<file path="config.mk">
export PLATFORM = sky130hd
export DESIGN_NAME = mdr_mem_interface_flat
export DESIGN_NICKNAME = d
export VERILOG_FILES = /design/src/rtl/mdr_mem_interface_pkg.sv /design/src/rtl/mdr_mem_interface_if.sv /design/src/rtl/mdr_mem_interface_wait_counter.sv /design/src/rtl/mdr_mem_interface.sv /design/src/flat_wrapper.sv
export SDC_FILE = /design/constraint.sdc
export NUM_CORES = 1
export LEC_CHECK = 0
export CAP_MARGIN = 10
export CORE_UTILIZATION = 40
export DETAILED_ROUTE_END_ITERATION = 6
export PLACE_DENSITY = 0.88
export SETUP_SLACK_MARGIN = 0.05
export SYNTH_ARGS = -nofsm -noshare
export SYNTH_HDL_FRONTEND = slang
export SYNTH_SLANG_ARGS = --single-unit
export TNS_END_PERCENT = 50
</file>
<file path="constraint.sdc">
create_clock -name clk -period 2.46 [get_ports clk]
set_input_delay 0.492 -clock clk [delete_from_list [all_inputs] [get_ports clk]]
set_output_delay 0.492 -clock clk [all_outputs]
set_load 0.02 [all_outputs]
</file>
<file path="src/rtl/mdr_mem_interface_pkg.sv">
// Shared types and defaults for the MDR memory-side stage: FSM state encoding,
// default widths and the registered status bundle.
package mdr_mem_interface_pkg;

   localparam int unsigned DEF_DATA_WIDTH     = 32;
   localparam int unsigned DEF_ADDR_WIDTH     = 9;
   localparam int unsigned DEF_TIMEOUT_CYCLES = 15;
   localparam int unsigned CNT_WIDTH          = 8;

   // Encodings are shared with the control unit and must not be reordered
   typedef enum logic [1:0] {
      ST_IDLE    = 2'd0,
      ST_RD_WAIT = 2'd1,
      ST_WR_WAIT = 2'd2,
      ST_DONE    = 2'd3
   } state_e;

   typedef struct packed {
      logic rd_req;
      logic wr_req;
      logic busy;
      logic done;
      logic timeout_err;
   } status_t;

endpackage

</file>
<file path="src/rtl/mdr_mem_interface_if.sv">
// Control-unit / RAM facing signal bundle of the MDR memory stage.
// The slave modport is the stage itself; master is the surrounding system.
interface mdr_mem_interface_if
   import mdr_mem_interface_pkg::*;
#(
   parameter int unsigned DATA_WIDTH = DEF_DATA_WIDTH,
   parameter int unsigned ADDR_WIDTH = DEF_ADDR_WIDTH
);
   logic [DATA_WIDTH-1:0] bus_mux_out;
   logic                  mar_in;
   logic                  mdr_in;
   logic                  mdr_read;
   logic                  mdr_write;
   logic [ADDR_WIDTH-1:0] mem_addr;
   logic                  mem_rd_req;
   logic                  mem_wr_req;
   logic [DATA_WIDTH-1:0] mem_wdata;
   logic [DATA_WIDTH-1:0] mem_rdata;
   logic                  mem_ack;
   logic [DATA_WIDTH-1:0] mdr_out_data;
   logic                  busy;
   logic                  done;
   logic                  timeout_err;

   modport master (
      output bus_mux_out, mar_in, mdr_in, mdr_read, mdr_write, mem_rdata, mem_ack,
      input  mem_addr, mem_rd_req, mem_wr_req, mem_wdata, mdr_out_data,
             busy, done, timeout_err
   );

   modport slave (
      input  bus_mux_out, mar_in, mdr_in, mdr_read, mdr_write, mem_rdata, mem_ack,
      output mem_addr, mem_rd_req, mem_wr_req, mem_wdata, mdr_out_data,
             busy, done, timeout_err
   );

endinterface

</file>
<file path="src/rtl/mdr_mem_interface_wait_counter.sv">
// Memory wait counter: synchronous clear, count enable, saturation at all-ones,
// and a terminal-count compare used for the ack timeout.
module mdr_mem_interface_wait_counter #(
   parameter int unsigned WIDTH    = 8,
   parameter int unsigned TERMINAL = 14
) (
   input  logic clk,
   input  logic clr,
   input  logic clear,
   input  logic enable,
   output logic last_c
);

   logic [WIDTH-1:0] count;

   // Clear wins over enable; holds at all-ones instead of wrapping
   always_ff @(posedge clk or posedge clr) begin
      if (clr) begin
         count <= '0;
      end else if (clear) begin
         count <= '0;
      end else if (enable && (count != '1)) begin
         count <= count + WIDTH'(1);
      end
   end

   assign last_c = (count == WIDTH'(TERMINAL));

endmodule

</file>
<file path="src/rtl/mdr_mem_interface.sv">
// MDR memory-side stage: MAR/MDR registers and a single-word read/write
// transaction FSM with req/ack handshake and ack timeout.
module mdr_mem_interface
   import mdr_mem_interface_pkg::*;
#(
   parameter int unsigned DATA_WIDTH     = DEF_DATA_WIDTH,
   parameter int unsigned ADDR_WIDTH     = DEF_ADDR_WIDTH,
   parameter int unsigned TIMEOUT_CYCLES = DEF_TIMEOUT_CYCLES
) (
   input logic                clk,
   input logic                clr,
   mdr_mem_interface_if.slave bus
);

   state_e                state, state_nxt;
   logic [ADDR_WIDTH-1:0] mar, mar_nxt;
   logic [DATA_WIDTH-1:0] mdr, mdr_nxt;
   status_t               status_q, status_d;
   logic                  cnt_clear;
   logic                  cnt_en;
   logic                  cnt_last_c;

   mdr_mem_interface_wait_counter #(
      .WIDTH    (CNT_WIDTH),
      .TERMINAL (TIMEOUT_CYCLES - 1)
   ) u_wait_counter (
      .clk    (clk),
      .clr    (clr),
      .clear  (cnt_clear),
      .enable (cnt_en),
      .last_c (cnt_last_c)
   );

   always_ff @(posedge clk or posedge clr) begin
      if (clr) begin
         state    <= ST_IDLE;
         mar      <= '0;
         mdr      <= '0;
         status_q <= '0;
      end else begin
         state    <= state_nxt;
         mar      <= mar_nxt;
         mdr      <= mdr_nxt;
         status_q <= status_d;
      end
   end

   // Next state, register loads and status decode from the next state
   always_comb begin
      state_nxt = state;
      mar_nxt   = mar;
      mdr_nxt   = mdr;
      cnt_clear = 1'b0;
      cnt_en    = 1'b0;
      status_d  = '0;
      status_d.timeout_err = status_q.timeout_err;

      case (state)
         ST_IDLE: begin
            if (bus.mar_in) mar_nxt = bus.bus_mux_out[ADDR_WIDTH-1:0];
            if (bus.mdr_in) mdr_nxt = bus.bus_mux_out;
            if (bus.mdr_read || bus.mdr_write) begin
               cnt_clear            = 1'b1;
               status_d.timeout_err = 1'b0;
               state_nxt            = bus.mdr_read ? ST_RD_WAIT : ST_WR_WAIT;
            end
         end
         ST_RD_WAIT, ST_WR_WAIT: begin
            cnt_en = ~bus.mem_ack;
            // An ack on the terminal cycle still counts as success
            if (bus.mem_ack) begin
               if (state == ST_RD_WAIT) mdr_nxt = bus.mem_rdata;
               state_nxt = ST_DONE;
            end else if (cnt_last_c) begin
               status_d.timeout_err = 1'b1;
               state_nxt            = ST_IDLE;
            end
         end
         ST_DONE: begin
            state_nxt = ST_IDLE;
         end
         default: begin
            state_nxt = ST_IDLE;
         end
      endcase

      status_d.rd_req = (state_nxt == ST_RD_WAIT);
      status_d.wr_req = (state_nxt == ST_WR_WAIT);
      status_d.busy   = (state_nxt != ST_IDLE);
      status_d.done   = (state_nxt == ST_DONE);
   end

   assign bus.mem_addr     = mar;
   assign bus.mem_wdata    = mdr;
   assign bus.mdr_out_data = mdr;
   assign bus.mem_rd_req   = status_q.rd_req;
   assign bus.mem_wr_req   = status_q.wr_req;
   assign bus.busy         = status_q.busy;
   assign bus.done         = status_q.done;
   assign bus.timeout_err  = status_q.timeout_err;

endmodule

</file>
<file path="src/flat_wrapper.sv">
// flat-port wrapper written by rule: the top's interface ports become plain ports
module mdr_mem_interface_flat import mdr_mem_interface_pkg::*;
#(
   parameter int unsigned DATA_WIDTH     = DEF_DATA_WIDTH,
   parameter int unsigned ADDR_WIDTH     = DEF_ADDR_WIDTH,
   parameter int unsigned TIMEOUT_CYCLES = DEF_TIMEOUT_CYCLES
)
  (clk, clr, bus_bus_mux_out, bus_mar_in, bus_mdr_in, bus_mdr_read, bus_mdr_write, bus_mem_rdata, bus_mem_ack, bus_mem_addr, bus_mem_rd_req, bus_mem_wr_req, bus_mem_wdata, bus_mdr_out_data, bus_busy, bus_done, bus_timeout_err);
  mdr_mem_interface_if #(.DATA_WIDTH(DATA_WIDTH), .ADDR_WIDTH(ADDR_WIDTH)) bus_i ();
  input logic clk;
  input logic clr;
  input wire logic [$bits(bus_i.bus_mux_out)-1:0] bus_bus_mux_out;
  input wire logic [$bits(bus_i.mar_in)-1:0] bus_mar_in;
  input wire logic [$bits(bus_i.mdr_in)-1:0] bus_mdr_in;
  input wire logic [$bits(bus_i.mdr_read)-1:0] bus_mdr_read;
  input wire logic [$bits(bus_i.mdr_write)-1:0] bus_mdr_write;
  input wire logic [$bits(bus_i.mem_rdata)-1:0] bus_mem_rdata;
  input wire logic [$bits(bus_i.mem_ack)-1:0] bus_mem_ack;
  output wire logic [$bits(bus_i.mem_addr)-1:0] bus_mem_addr;
  output wire logic [$bits(bus_i.mem_rd_req)-1:0] bus_mem_rd_req;
  output wire logic [$bits(bus_i.mem_wr_req)-1:0] bus_mem_wr_req;
  output wire logic [$bits(bus_i.mem_wdata)-1:0] bus_mem_wdata;
  output wire logic [$bits(bus_i.mdr_out_data)-1:0] bus_mdr_out_data;
  output wire logic [$bits(bus_i.busy)-1:0] bus_busy;
  output wire logic [$bits(bus_i.done)-1:0] bus_done;
  output wire logic [$bits(bus_i.timeout_err)-1:0] bus_timeout_err;
  assign bus_i.bus_mux_out = bus_bus_mux_out;
  assign bus_i.mar_in = bus_mar_in;
  assign bus_i.mdr_in = bus_mdr_in;
  assign bus_i.mdr_read = bus_mdr_read;
  assign bus_i.mdr_write = bus_mdr_write;
  assign bus_i.mem_rdata = bus_mem_rdata;
  assign bus_i.mem_ack = bus_mem_ack;
  assign bus_mem_addr = bus_i.mem_addr;
  assign bus_mem_rd_req = bus_i.mem_rd_req;
  assign bus_mem_wr_req = bus_i.mem_wr_req;
  assign bus_mem_wdata = bus_i.mem_wdata;
  assign bus_mdr_out_data = bus_i.mdr_out_data;
  assign bus_busy = bus_i.busy;
  assign bus_done = bus_i.done;
  assign bus_timeout_err = bus_i.timeout_err;
  mdr_mem_interface #(.DATA_WIDTH(DATA_WIDTH), .ADDR_WIDTH(ADDR_WIDTH), .TIMEOUT_CYCLES(TIMEOUT_CYCLES)) u_core (.clk(clk), .clr(clr), .bus(bus_i));
endmodule
</file>
# Word level (Yosys, flattened, before mapping)
# Index checks and enable logic that the tools add are counted.
# word_totals
output_inout_bits,78
regBits,56
word_cells,53
# classes
n_bitwise,1
n_eq_ne,14
mux,18
addsub,1
reduce_logical,10
# ops
op,n
$mux 32,3
$pmux 32 s2,1
$mux 8,2
$add 8x1->8 const B,1
$eq 2x2->1 const B,4
$eq 8x4->1 const B,1
$mux 2,4
$ne 8x8->1 const B,1
$reduce_and 4->1,2
$mux 1,6
$ne 2x1->1 const B,3
$ne 2x2->1 const B,3
$pmux 2 s3,1
$reduce_bool 2->1,3
$eq 2x1->1 const B,2
$logic_not 2->1,1
$pmux 1 s2,1
$reduce_and 2->1,1
$reduce_or 2->1,1
$logic_and 1x1->1,1
$logic_or 1x1->1,1
$not 1->1,1

# Depth between registers and ports, before layout
# Gate-level depths: netlist of the first run.
# depth
depth_word,6
mapped_depth,8

# Modules after synthesis
# From an unflattened synthesis of the first run, not the netlist that was laid out.
# hier_totals
cells_unflattened,252
hier_area_um2,3086.7
# modules_own_cells
mod,instances,cells_per_inst,area_per_inst_um2,seq_area_each_um2
mdr_mem_interface,1,201,2606.2,1201.2
mdr_mem_interface_wait_counter,1,51,480.5,200.2

# Least setup slack after synthesis of the first run
# Ideal clock, no wire load.
# synth_path
path_kind,flip-flop to flip-flop
start,register u_core.state[0]
end,"register u_core.mdr[0], in the netlist u_core.bus.mdr_out_data[0]"
arrival_time_ps,1753
stages_incl_launch_ff,9
slack_ps,630
setup_ps,77
required_time_ps,2383
period_less_slack_ps,1830
path_cell_list,dfrtp_1 inv_1 ha_1 buf_4 and2b_2 nor3_4 buf_2 nor2_1 a21oi_1
# synth_between
elab_chain_len,4
# synth_rtl
item,line,rtl
start: declaration,mdr_mem_interface.sv:15,"state_e state, state_nxt;"
start signal: assignment,mdr_mem_interface.sv:41,state <= state_nxt;
$eq 2x2->1 or $eq 2x1->1 (tied branches),"mdr_mem_interface.sv:58, mdr_mem_interface.sv:72",
$reduce_or 2->1,mdr_mem_interface.sv:58,case (state)
$ne 2x1->1 (no source line) (tied with other cells),--,
$reduce_and 4->1 (no source line),--,
end signal: assignment,mdr_mem_interface.sv:43,mdr <= mdr_nxt;
end: declaration,mdr_mem_interface.sv:17,"logic [DATA_WIDTH-1:0] mdr, mdr_nxt;"
# Parallel ways exist; a longest one is shown, timed or not.
# A chain may end at the register's enable or synchronous reset.

# Worst setup path after layout of the first run
# layout_path
start,register u_core.state[1]
end,register u_core.u_wait_counter.count[5]
# layout_between
elab_chain_len,5
# layout_rtl
item,line,rtl
$eq 2x2->1 or $eq 2x1->1 (tied branches),mdr_mem_interface.sv:58,
$reduce_or 2->1,mdr_mem_interface.sv:58,
$mux 1,mdr_mem_interface.sv:58,
$logic_and 1x1->1,mdr_mem_interface_wait_counter.sv:22,end else if (enable && (count != '1)) begin
$reduce_bool 2->1 (no source line),--,
end signal: assignment,mdr_mem_interface_wait_counter.sv:23,count <= count + WIDTH'(1);
end: declaration,mdr_mem_interface_wait_counter.sv:14,logic [WIDTH-1:0] count;
# Parallel ways exist; a longest one is shown, timed or not.

==> results of run 1 <==
-- layout make-up --
class                   count  area share
clock inverters             3     0.00492
well taps                  96      0.0278
clock buffers               5      0.0159
repair buffers            152       0.355
multi-input cells         165       0.266
flip-flops and latches     56       0.324
inverters                   7     0.00607
-- metal layers --
metal / track usage / wire, um / vias up
met5: 0 / 0 / -
met3: 0.0400 / 410 / 7
met2: 0.320 / 3450 / 87
met4: 0.0348 / 50 / 0
met1: 0.223 / 2850 / 1069
li1: - / - / 1129
-- cells in the final DEF, fill, tap and decap left out, types with 2 or more instances in the layout --
master,instances
o21ai_0,3
a31oi_4,2
o211ai_1,2
dfrtp_1,56
mux2i_1,33
inv_1,6
buf_12,2
nand2_1,3
ha_1,4
a21oi_1,38
mux2_2,9
nor2_1,40
clkbuf_8,5
clkdlybuf4s50_1,148
o21a_1,2
or3_1,2
nand3_1,3
nor2b_2,2
nand4_1,2
xor2_1,4
buf_4,2
-- power by group through the flow --
stage / logic, W / registers (W) / clock network (W)
5_1_grt: 0.00458 / 0.00172 / 0.000560
3_3_place_gp: 0.00419 / 0.00165 / 0
6_report: 0.00424 / 0.00166 / 0.000503
4_1_cts: 0.00429 / 0.00166 / 0.000526
3_5_place_dp: 0.00429 / 0.00168 / 0
2_1_floorplan: 0.00249 / 0.00208 / 0
-- critical path: cells and delay by family (launching register included) --
kind | cells | cell delay (ps)
flops | 1 | 440
buf+inv | 1 | 90
fa+ha+maj | 1 | 370
simple gates | 2 | 630
compound gates | 2 | 360
-- kinds of logic (layout without fill, tap and decap cells) --
family / Yosys count / in the layout / share of synthesized area
fa+ha+maj: 5 / 5 / 0.0218
simple gates: 63 / 63 / 0.108
buf+inv: 49 / 167 / 0.110
compound gates: 50 / 50 / 0.105
mux: 42 / 42 / 0.151
flops: 56 / 56 / 0.489
xor+xnor: 5 / 5 / 0.0153
-- synth_stat cells, drive strengths merged --
cell type | count | area [um^2]
inv | 7 | 26.3
nor3 | 1 | 16.3
clkbuf | 1 | 3.75
xor2 | 4 | 35.0
dfrtp | 56 | 1400
a31oi | 3 | 48.8
nor2b | 3 | 23.8
nand2 | 3 | 11.3
and3 | 2 | 13.8
nand3 | 3 | 15.0
or2 | 1 | 6.26
a21oi | 38 | 190
nand4 | 2 | 12.5
o211ai | 2 | 15.0
or3 | 2 | 12.5
buf | 41 | 287
o21a | 2 | 15.0
and2 | 1 | 6.26
nor4 | 1 | 6.26
xnor2 | 1 | 8.76
and2b | 1 | 8.76
mux2i | 33 | 330
a211oi | 1 | 7.51
or4 | 1 | 11.3
a32o | 1 | 10.0
nor2 | 40 | 150
ha | 5 | 62.6
nand2b | 1 | 6.26
nand4b | 1 | 8.76
o21ai | 3 | 15.0
mux2 | 9 | 101
-- metrics by stage --
| stage | worst slack [ps] | area (um^2) | hold slack, ps | cells |
|---|---|---|---|---|
| floorplan | 597 | 2870 | 534 | 270 |
| global placement | 449 | 4240 | 487 | 476 |
| detailed placement | 360 | 4240 | 497 | 476 |
| CTS | 504 | 4330 | 503 | 484 |
| global route | 323 | 4330 | 519 | 484 |
| finish | 501 | 4330 | 494 | 484 |
-- sequential cells by signal, indices dropped and copies added, names as in the netlist --
name                         cells
u_core.bus.busy                  1
u_core.bus.mem_rd_req            1
u_core.bus.timeout_err           1
u_core.bus.done                  1
u_core.state                     2
u_core.bus.mem_addr              9
u_core.u_wait_counter.count      8
u_core.bus.mem_wr_req            1
u_core.bus.mdr_out_data         32
-- worst max path at each step --
| stage | to | cells past startpoint | start |
|---|---|---|---|
| 6_report | u_core.u_wait_counter.count[5] | 6 | u_core.state[1] |
| 5_1_grt | u_core.u_wait_counter.count[5] | 6 | u_core.state[1] |
| 3_5_place_dp | u_core.u_wait_counter.count[5] | 5 | bus_mem_ack |
| 3_3_place_gp | u_core.u_wait_counter.count[7] | 5 | bus_mem_ack |
| 2_1_floorplan | u_core.bus.busy | 1 | clr |
| 4_1_cts | u_core.u_wait_counter.count[5] | 6 | u_core.state[1] |
==> results.md, run 1 <==
* Status: finished clean
* Cell Int Power at roughly 0.0036 W
* Die Height at 86.7 um
* Arrival time worst endpoint at between 2000 and 2500 ps
* Synth unique cells at 36
* Internal reg-to-reg setup slack at 500 ps
* Slew @ Worst Pin at 460 ps
* Type of the tightest min-delay check: primary input to asynchronous set/reset pin
* #FFs+latches synth at 56
* Switching Share at 0.441
* Syn nets at 346
* # fillers at 563
* Die area at about 7500 um^2
* Fmax at 511 MHz
* Core box area at 6870 um^2
* CP Launch Type: flip-flop
* H-Tree Depth at 2
* Hpwl dp at 5270 um
* Worst clock skew at roughly 11 ps
* Synth warn at 0
* CTS tree: yes
* Worst EP required at 2690 ps
* Num Clock Sinks at between 50 and 60
* DRC at 0
* Area of the mapped netlist at 2870 um^2
* Die W at 86.7 um
* Clock power share at 0.078
* Initial DRC count at 68
* # nets final at 463
* Finish-stage setup viols at 0
* Crit-path max cell delay at 440 ps
* Worst-path clk slew at 100 ps
* Pins Over Slew Limit at 0
* Hold Fails Final Rpt at 0
* Drt via density at 4.74
* Mean post-synth cell area at 10.6 um^2
* CTS Buffer Depth at 2
* Via Count at 2,292
* CP Cell Sequence: inv_1, ha_2, and2b_2, o211ai_1, or3_1, a21oi_1
* Share of total power in combinational logic at 0.662
* Max-slew headroom at 0.692
* Initial antenna violation count at 0
* Slowest stage cell, crit path: dfrtp_1
* Seq/Total Area, Yosys at 0.489
* Worst skew pair latency at 310 ps
* Post-route minimum period at ~2000 ps
* Overall power at between 0.006 and 0.007 W
* Number of port buffers at 148
* Io pins at around 150
* Routed wire length per instance at 14.0 um
* Mapped Cells at 270
* RR Endpoint: u_core.u_wait_counter.count[5]
* Tot GR Track Use at 0.179
* Largest net degree at the start of global routing at 65
* R2r startpoint: u_core.state[1]
* Layout cells sized above 1 at 0.0825
* Root buf cell: clkbuf_8
* Num CTS Buffers at 5
* Starting density of the core at 0.417
* First-pass GRT wire length at 10,600 um
* P&R area growth vs syn at 50.9%
* Final Util at 0.630
* Register area at 1400 um^2
* Reg power frac at 0.260
* Power per Cell Area at 1480 nW/um^2
* Worst VDD drop at 598 uV
* Endpoint type of the worst setup path: flip-flop
* Cts hold-fix bufs at 0
* RSZ-0062 raised after global routing: no
* Sum Neg Setup Slack at 0 ps
* Psw at 0.00282 W
* Footprint of the multi-input gates at 1150 um^2
* Placer Congestion at 0.904
* Row cnt at 30
* Post-CTS resize count at 0
* DRT Pass-1 Iters at 4
* Crit Path Class: flip-flop to flip-flop
* Reg2Reg Depth at 6
* Grt total ovfl at 0
* Maxcap violations at 0
* CP Max Fanout at 6
* Post-CTS Setup Bufs at 0
* Leak Pwr at between 1.5 and 2 nW
* Number of global-route vias before repair at 2,236
* Crit share post-route at 0.796
* ANT nets after route at 0
* WL final at 6760 um
* Antenna diodes at 0
(Power assumes the default switching activity.)
==> run 2: changes to the inputs <==
Settings changed: CORE_UTILIZATION 40 to 36, PLACE_DENSITY 0.88 to 0.84.
Clock period 2.46 ns to 1.7 ns, I/O delays scaled along.
==> run 2 against run 1 <==
  * Non-clock buffer count increased by 27
  * Sequential power increased by 43%
  * Utilization shrank 0.70 points
  * Clock-buffer cell count unchanged
  * Combinational power grew 77%
  * First-iteration DRC count fell by 4.4%
  * Critical path type unchanged
  * Largest cell class unchanged
==> results.md, run 2 (synthesis results as in run 1) <==
* Status: finished clean (unchanged)
* Post-Layout Cell Count at 517 (was 484)
* Worst VDD drop at 1160 uV (was 598 uV)
* Antenna diodes at 0 (unchanged)
* Max-slew headroom at 0.715 (was 0.692)
* Routed wire length per instance at 16.5 um (was 14.0 um)
* Initial DRC count at 65 (was 68)
* DRT Pass-1 Iters at 4 (unchanged)
* R2r startpoint: u_core.state[0] (was u_core.state[1])
* ANT nets after route at 0 (unchanged)
* Num CTS Buffers at 5 (unchanged)
* Via Count at 2,525 (was 2,292)
* Maxcap violations at 0 (unchanged)
* Post-route minimum period at 1700 ps (was 1960 ps)
* Most frequent cells in the layout: clkdlybuf4s50_1, dfrtp_1, dlymetal6s2s_1 (was clkdlybuf4s50_1, dfrtp_1, nor2_1)
* Number of port buffers at 148 (unchanged)
* Register area at 1400 um^2 (unchanged)
* Arrival time worst endpoint at 1910 ps (was 2190 ps)
* RR Endpoint: u_core.bus.mdr_out_data[28] (was u_core.u_wait_counter.count[5])
* Die W at 91.2 um (was 86.7 um)
* Fmax at 589 MHz (was 511 MHz)
* Worst skew pair latency at 320 ps (was 310 ps)
* H-Tree Depth at 2 (unchanged)
* P&R area growth vs syn at 67.9% (was 50.9%)
* Slew @ Worst Pin at 426 ps (was 460 ps)
* Footprint of the multi-input gates at 1210 um^2 (was 1150 um^2)
* Num Clock Sinks at 56 (unchanged)
* WL final at 8540 um (was 6760 um)
* Hold Fails Final Rpt at 0 (unchanged)
* CP Max Fanout at 7 (was 6)
* DRC at 0 (unchanged)
* Largest net degree at the start of global routing at 28 (was 65)
* Placed cell count at 495 (was 476)
* RSZ-0062 raised after global routing: yes (was no)
* Hpwl dp at 5770 um (was 5270 um)
* Type of the tightest min-delay check: primary input to asynchronous set/reset pin (unchanged)
* # fillers at 602 (was 563)
* Row cnt at 32 (was 30)
* Worst-path clk slew at 100 ps (about the same)
* Crit Path Class: flip-flop to flip-flop (unchanged)
* WHS at 358 ps (was 494 ps)
* Die area at 8320 um^2 (was 7510 um^2)
* Cts hold-fix bufs at 0 (unchanged)
* Pins Over Slew Limit at 0 (unchanged)
* Layout cells sized above 1 at 0.186 (was 0.0825)
* Power per Cell Area at 2210 nW/um^2 (was 1480 nW/um^2)
* Finish-stage setup viols at 0 (unchanged)
* Reg2Reg Depth at 8 (was 6)
* Internal reg-to-reg setup slack at 2 ps (was 500 ps)
* Leak Pwr at 2.38 nW (was 1.83 nW)
* Crit share post-route at 0.999 (was 0.796)
* Critical path origin: u_core.state[0] (was u_core.state[1])
* Core box area at 7730 um^2 (was 6870 um^2)
* Most common cell after layout, fill and taps aside: clkdlybuf4s50_1 (unchanged)
* # nets final at 490 (was 463)
* Starting density of the core at 0.371 (was 0.417)
* Drt via density at 4.88 (was 4.74)
* Endpoint type of the worst setup path: flip-flop (unchanged)
* Number of global-route vias before repair at 2,614 (was 2,236)
* Max FFs per register at 32 (unchanged)
* First-pass GRT wire length at 12,900 um (was 10,600 um)
* Die Height at 91.2 um (was 86.7 um)
* CTS tree: yes (unchanged)
* CP Launch Type: flip-flop (unchanged)
* Grt total ovfl at 0 (unchanged)
* CTS Buffer Depth at 2 (unchanged)
* Worst clock skew at 9.03 ps (was 10.5 ps)
* Initial antenna violation count at 0 (unchanged)
* Tot GR Track Use at 0.196 (was 0.179)
* Worst EP required at 1910 ps (was 2690 ps)
* Placer Congestion at 0.756 (was 0.904)
* Root buf cell: clkbuf_8 (unchanged)
* Io pins at 149 (unchanged)
## run 2: changes by cell type in the layout (fill, tap and decap cells not counted), moves of 2 or more
cell,delta
dlygate4sd2_1,+24
buf_6,+3
clkdlybuf4s50_1,-72
a21oi_2,+4
buf_4,+18
clkbuf_16,+3
inv_1,-2
dlymetal6s2s_1,+48
nor2_2,+7
nor2_1,-7
a21oi_1,-4
## run 2: power breakdown
| part | switching [W] | internal [W] |
|---|---|---|
| clock | 0.000460 | 0.000294 |
| combinational | 0.00384 | 0.00368 |
| sequential | 0.000421 | 0.00196 |
| total | 0.00472 | 0.00594 |
## run 2: how the worst max path moves through the flow
| stage | slack (ps) | cells after the start | to |
|---|---|---|---|
| 5_1_grt | -90 | 8 | u_core.bus.mdr_out_data[28] |
| 3_3_place_gp | -70 | 6 | u_core.bus.mdr_out_data[28] |
| 3_5_place_dp | -160 | 6 | u_core.bus.mdr_out_data[10] |
| 2_1_floorplan | -80 | 7 | u_core.bus.mdr_out_data[10] |
| 6_report | 2 | 8 | u_core.bus.mdr_out_data[28] |
| 4_1_cts | 3 | 6 | u_core.bus.mem_wr_req |
## run 2: critical path, cell delays in order, from the launching register on
cell and delay, ps:
dfrtp_1 400, inv_2 80, ha_4 220, and2b_2 240, nor3_4 180, buf_6 130, buf_4 130, clkbuf_16 150
a21oi_1 60
## run 2: metal layers
layer,part of all wire,GRT usage
met5,0,0
met4,0.011,0.0423
met3,0.052,0.0352
met2,0.52,0.352
met1,0.42,0.245
## run 2: final cells by class
type	count	share of cell area
Clock inverter	3	0.00442
Clock buffer	5	0.0143
Tap cell	102	0.0265
Sequential cell	56	0.291
Inverter	7	0.00624
Multi-Input combinational cell	165	0.252
Timing Repair Buffer	179	0.405
## run 2: timing repair
| action | CTS | global route |
|---|---|---|
| buffers inserted | 6 | 3 |
| cloned | 2 | 4 |
| setup endpoints to repair | 87 | 91 |
| pin swaps | 2 | 4 |
| resized for setup | 26 | 64 |
## run 2: stage by stage
step                TNS (ps)  cell area (um^2)  setup WS, ps   util  total power, W
CTS                        0              4540          2.91  0.587          0.0101
finish                     0              4810          2.44  0.623          0.0107
detailed placement     -4060              4370          -159  0.565         0.00895
global route           -2260              4810         -89.3  0.623          0.0113
global placement       -1820              4370         -72.3  0.565         0.00872
floorplan              -2150              2910         -82.0      -         0.00677
==> run 3: changes to the inputs <==
Settings changed: ABC_AREA set to 1, CORE_UTILIZATION 36 to 37, CTS_CLUSTER_SIZE set to 40, RECOVER_POWER set to 25.
==> run 3 against run 2 <==
  * Power increased by 3.3%
  * Register-to-register slack improved by 60 ps
  * Critical endpoint is now u_core.bus.mdr_out_data[12]
  * Critical path depth up 3
  * Maximum frequency increased by 3.8%
  * Via count increased by 21%
  * Area after synthesis grew 5.9%
  * Sequential cell count is the same
  * Hold slack better by 140 ps
  * Clock power grew 3.1%
==> results.md, run 3 <==
* CP Launch Type: flip-flop (unchanged)
* Mapped Cells at 407 (was 270)
* Tot GR Track Use at 0.206 (was 0.196)
* Syn nets at 483 (was 346)
* Psw at 0.00538 W (was 0.00472 W)
* P&R area growth vs syn at 65.6% (was 67.9%)
* Maxcap violations at 0 (unchanged)
* Cell Int Power at 0.00562 W (was 0.00594 W)
* Num CTS Buffers at 5 (unchanged)
* Leak Pwr at 2.89 nW (was 2.38 nW)
* Top-count cell post-synth: nand2_1 (was dfrtp_1)
* Die area at 8570 um^2 (was 8320 um^2)
* Die Height at 92.6 um (was 91.2 um)
* Root buf cell: clkbuf_8 (unchanged)
* Share of total power in combinational logic at 0.711 (was 0.706)
* Met3 Usage GRT at 0.0411 (was 0.0352)
* Async set-reset flop share out of synthesis at 1.00 (unchanged)
* Synth Flop Type: dfrtp_1 (unchanged)
* WL final at 9200 um (was 8540 um)
* Type of the tightest min-delay check: flip-flop to flip-flop (was primary input to asynchronous set/reset pin)
* Pins Over Slew Limit at 0 (unchanged)
* DRT Pass-1 Iters at 4 (unchanged)
* Initial DRC count at 126 (was 65)
* Cts hold-fix bufs at 0 (unchanged)
* Endpoint type of the worst setup path: flip-flop (unchanged)
* Crit Path Class: flip-flop to flip-flop (unchanged)
* Worst skew pair latency at 320 ps (about the same)
* CP Max Fanout at 14 (was 7)
* Synth unique cells at 22 (was 36)
* Final instance area at 5030 um^2 (was 4810 um^2)
* H-Tree Depth at 2 (unchanged)
* Reg power frac at 0.218 (was 0.224)
* Number of port buffers at 148 (unchanged)
* Power per Cell Area at 2190 nW/um^2 (was 2210 nW/um^2)
* Dominant cell type by area after synthesis: dfrtp_1 (unchanged)
* Area of the mapped netlist at 3040 um^2 (was 2870 um^2)
* Synth top area cells: dfrtp_1, nand2_1, buf_4, o21ai_0, inv_1 (was dfrtp_1, mux2i_1, buf_4, a21oi_1, nor2_1)
* Largest net degree at the start of global routing at 57 (was 28)
* Slew @ Worst Pin at 755 ps (was 426 ps)
* Post-synth top cells: nand2_1, dfrtp_1, inv_1, o21ai_0, buf_4 (was dfrtp_1, nor2_1, a21oi_1, buf_4, mux2i_1)
* Arrival time worst endpoint at 1840 ps (was 1910 ps)
* ANT nets after route at 0 (unchanged)
* Hold Fails Final Rpt at 0 (unchanged)
* Drt via density at 4.78 (was 4.88)
* Busiest metal layer after global routing: met2 (unchanged)
* Num Clock Sinks at 56 (unchanged)
* Die W at 92.6 um (was 91.2 um)
* DRC at 0 (unchanged)
* Max-slew headroom at 0.497 (was 0.715)
* Share of the synthesized area in the top cell type at 0.462 (was 0.489)
* Most common cell after layout, fill and taps aside: nand2_1 (was clkdlybuf4s50_1)
* GRT met1 Usage at 0.236 (was 0.245)
* # fillers at 652 (was 602)
* Switching Share at 0.489 (was 0.443)
* Post-route minimum period at 1640 ps (was 1700 ps)
* Hpwl dp at 6310 um (was 5770 um)
* #FFs+latches synth at 56 (unchanged)
* Starting density of the core at 0.387 (was 0.371)
* Status: finished clean (unchanged)
* Sum Neg Setup Slack at 0 ps (unchanged)
* Grt total ovfl at 0 (unchanged)
* CP Cell Sequence: inv_2, ha_4, inv_8, nor2_4, a21oi_2, nor3_4, buf_4, buf_6, buf_16, nand2_2, o21ai_0 (was inv_2, ha_4, and2b_2, nor3_4, buf_6, buf_4, clkbuf_16, a21oi_1)
* Max FFs per register at 32 (unchanged)
* Io pins at 149 (unchanged)
* Routed wire length per instance at 14.4 um (was 16.5 um)
* Crit share post-route at 0.962 (was 0.999)
* CTS Buffer Depth at 2 (unchanged)
* Seq/Total Area, Yosys at 0.462 (was 0.489)
* Crit-path max cell delay at 400 ps (about the same)
* Layout cells sized above 1 at 0.155 (was 0.186)
* Fmax at 611 MHz (was 589 MHz)
* Worst clock skew at 10.3 ps (was 9.03 ps)
* Area post-placement at 4480 um^2 (was 4370 um^2)
* Reg2Reg Depth at 11 (was 8)
* Slowest stage cell, crit path: dfrtp_1 (unchanged)
* Clock power share at 0.071 (about the same)
* Number of global-route vias before repair at 2,885 (was 2,614)
* Finish-stage setup viols at 0 (unchanged)
* Row cnt at 32 (unchanged)
* RSZ-0062 raised after global routing: yes (unchanged)
* Post-synth EDFFs at 0 (unchanged)
* Core box area at 7850 um^2 (was 7730 um^2)
* Worst EP required at 1900 ps (was 1910 ps)
* Synth warn at 0 (unchanged)
* Most frequent cells in the layout: nand2_1, clkdlybuf4s50_1, dfrtp_1 (was clkdlybuf4s50_1, dfrtp_1, dlymetal6s2s_1)
* Mean post-synth cell area at 7.46 um^2 (was 10.6 um^2)
* Placer Congestion at 0.774 (was 0.756)
* CTS tree: yes (unchanged)
* Via Count at 3,056 (was 2,525)
* Hold-critical path depth at 2
* Initial antenna violation count at 0 (unchanged)
* First-pass GRT wire length at 13,800 um (was 12,900 um)
* Worst VDD drop at 1090 uV (was 1160 uV)
* Antenna diodes at 0 (unchanged)
* Worst-path clk slew at 110 ps (was 100 ps)
* # nets final at 612 (was 490)
* M2 GR Usage at 0.382 (was 0.352)
[run 3: changes by cell type after synthesis, moves of 6 or more]
cell / change
a21oi_1: -23
clkbuf_1: +6
inv_1: +41
mux2_2: -9
mux2i_1: -33
nand2_1: +143
nand3_1: +11
nor2_1: -24
o21ai_0: +45
[run 3: power by group through the flow]
| stage | logic (W) | clock network (W) | registers [W] |
|---|---|---|---|
| global route | 0.00847 | 0.000848 | 0.00248 |
| finish | 0.00783 | 0.000776 | 0.00240 |
| global placement | 0.00620 | 0 | 0.00239 |
| floorplan | 0.00358 | 0 | 0.00297 |
| detailed placement | 0.00640 | 0 | 0.00243 |
| CTS | 0.00682 | 0.000794 | 0.00240 |
[run 3: final timing paths]
kind,from,endpoint,slack (ps)
min in group asynchronous,clr,u_core.bus.mdr_out_data[14],740
worst min register to register,u_core.bus.mem_addr[4],u_core.bus.mem_addr[4],500
max in group asynchronous,clr,u_core.bus.mdr_out_data[12],440
worst max-delay path,u_core.state[1],u_core.bus.mdr_out_data[12],60
worst min-delay path,u_core.bus.mem_addr[4],u_core.bus.mem_addr[4],500
worst max register to register,u_core.state[1],u_core.bus.mdr_out_data[12],60
[run 3: critical path: cells and delay by family, from the launching register on]
family	cells	cell delay, ps
and+or+nand+nor	3	130
buffers and inverters	5	550
AOI/OAI and AO/OA	2	200
DFF	1	400
adders and majority gates	1	230
[run 3: logic make-up after synthesis]
logic type / synth area share
and+or+nand+nor: 0.237
adders and majority gates: 0.0206
DFF: 0.462
xor gates and xnor gates: 0.00577
AOI/OAI and AO/OA: 0.110
buffers and inverters: 0.164
[run 3: final cells by class]
cell class / count / area (um^2) / area share
multi-input cells: 254 / 1350 / 0.268
repair buffers: 169 / 1850 / 0.369
well taps: 102 / 128 / 0.0254
clock buffers: 5 / 68.8 / 0.0137
inverters: 50 / 200 / 0.0398
flip-flops and latches: 56 / 1400 / 0.279
clock inverters: 3 / 27.5 / 0.00548
[run 3: what timing repair did]
item | CTS | global route
resized for setup | 29 | 128
setup buffers | 3 | 3
pin swaps | 2 | 8
cloned | 2 | 2
setup endpoints to repair | 110 | 92
hold endpoints to repair | 0 | 0
[run 3: per-stage QoR]
step	instances	power (W)	utilization	setup slack (ps)	hold WS, ps
2_1_floorplan	407	0.00655	-	2.72	420
3_3_place_gp	621	0.00860	0.570	43.6	469
3_5_place_dp	621	0.00883	0.570	-87.7	480
4_1_cts	634	0.0100	0.592	15.4	457
5_1_grt	639	0.0118	0.641	-18.7	532
6_report	639	0.0110	0.641	64.4	500
[run 3: routing by layer]
layer  up-vias  part of all wire
met5         -                 0
met4         0             0.011
met3        10             0.051
met2       106              0.54
met1      1459              0.40
li1       1481                 -
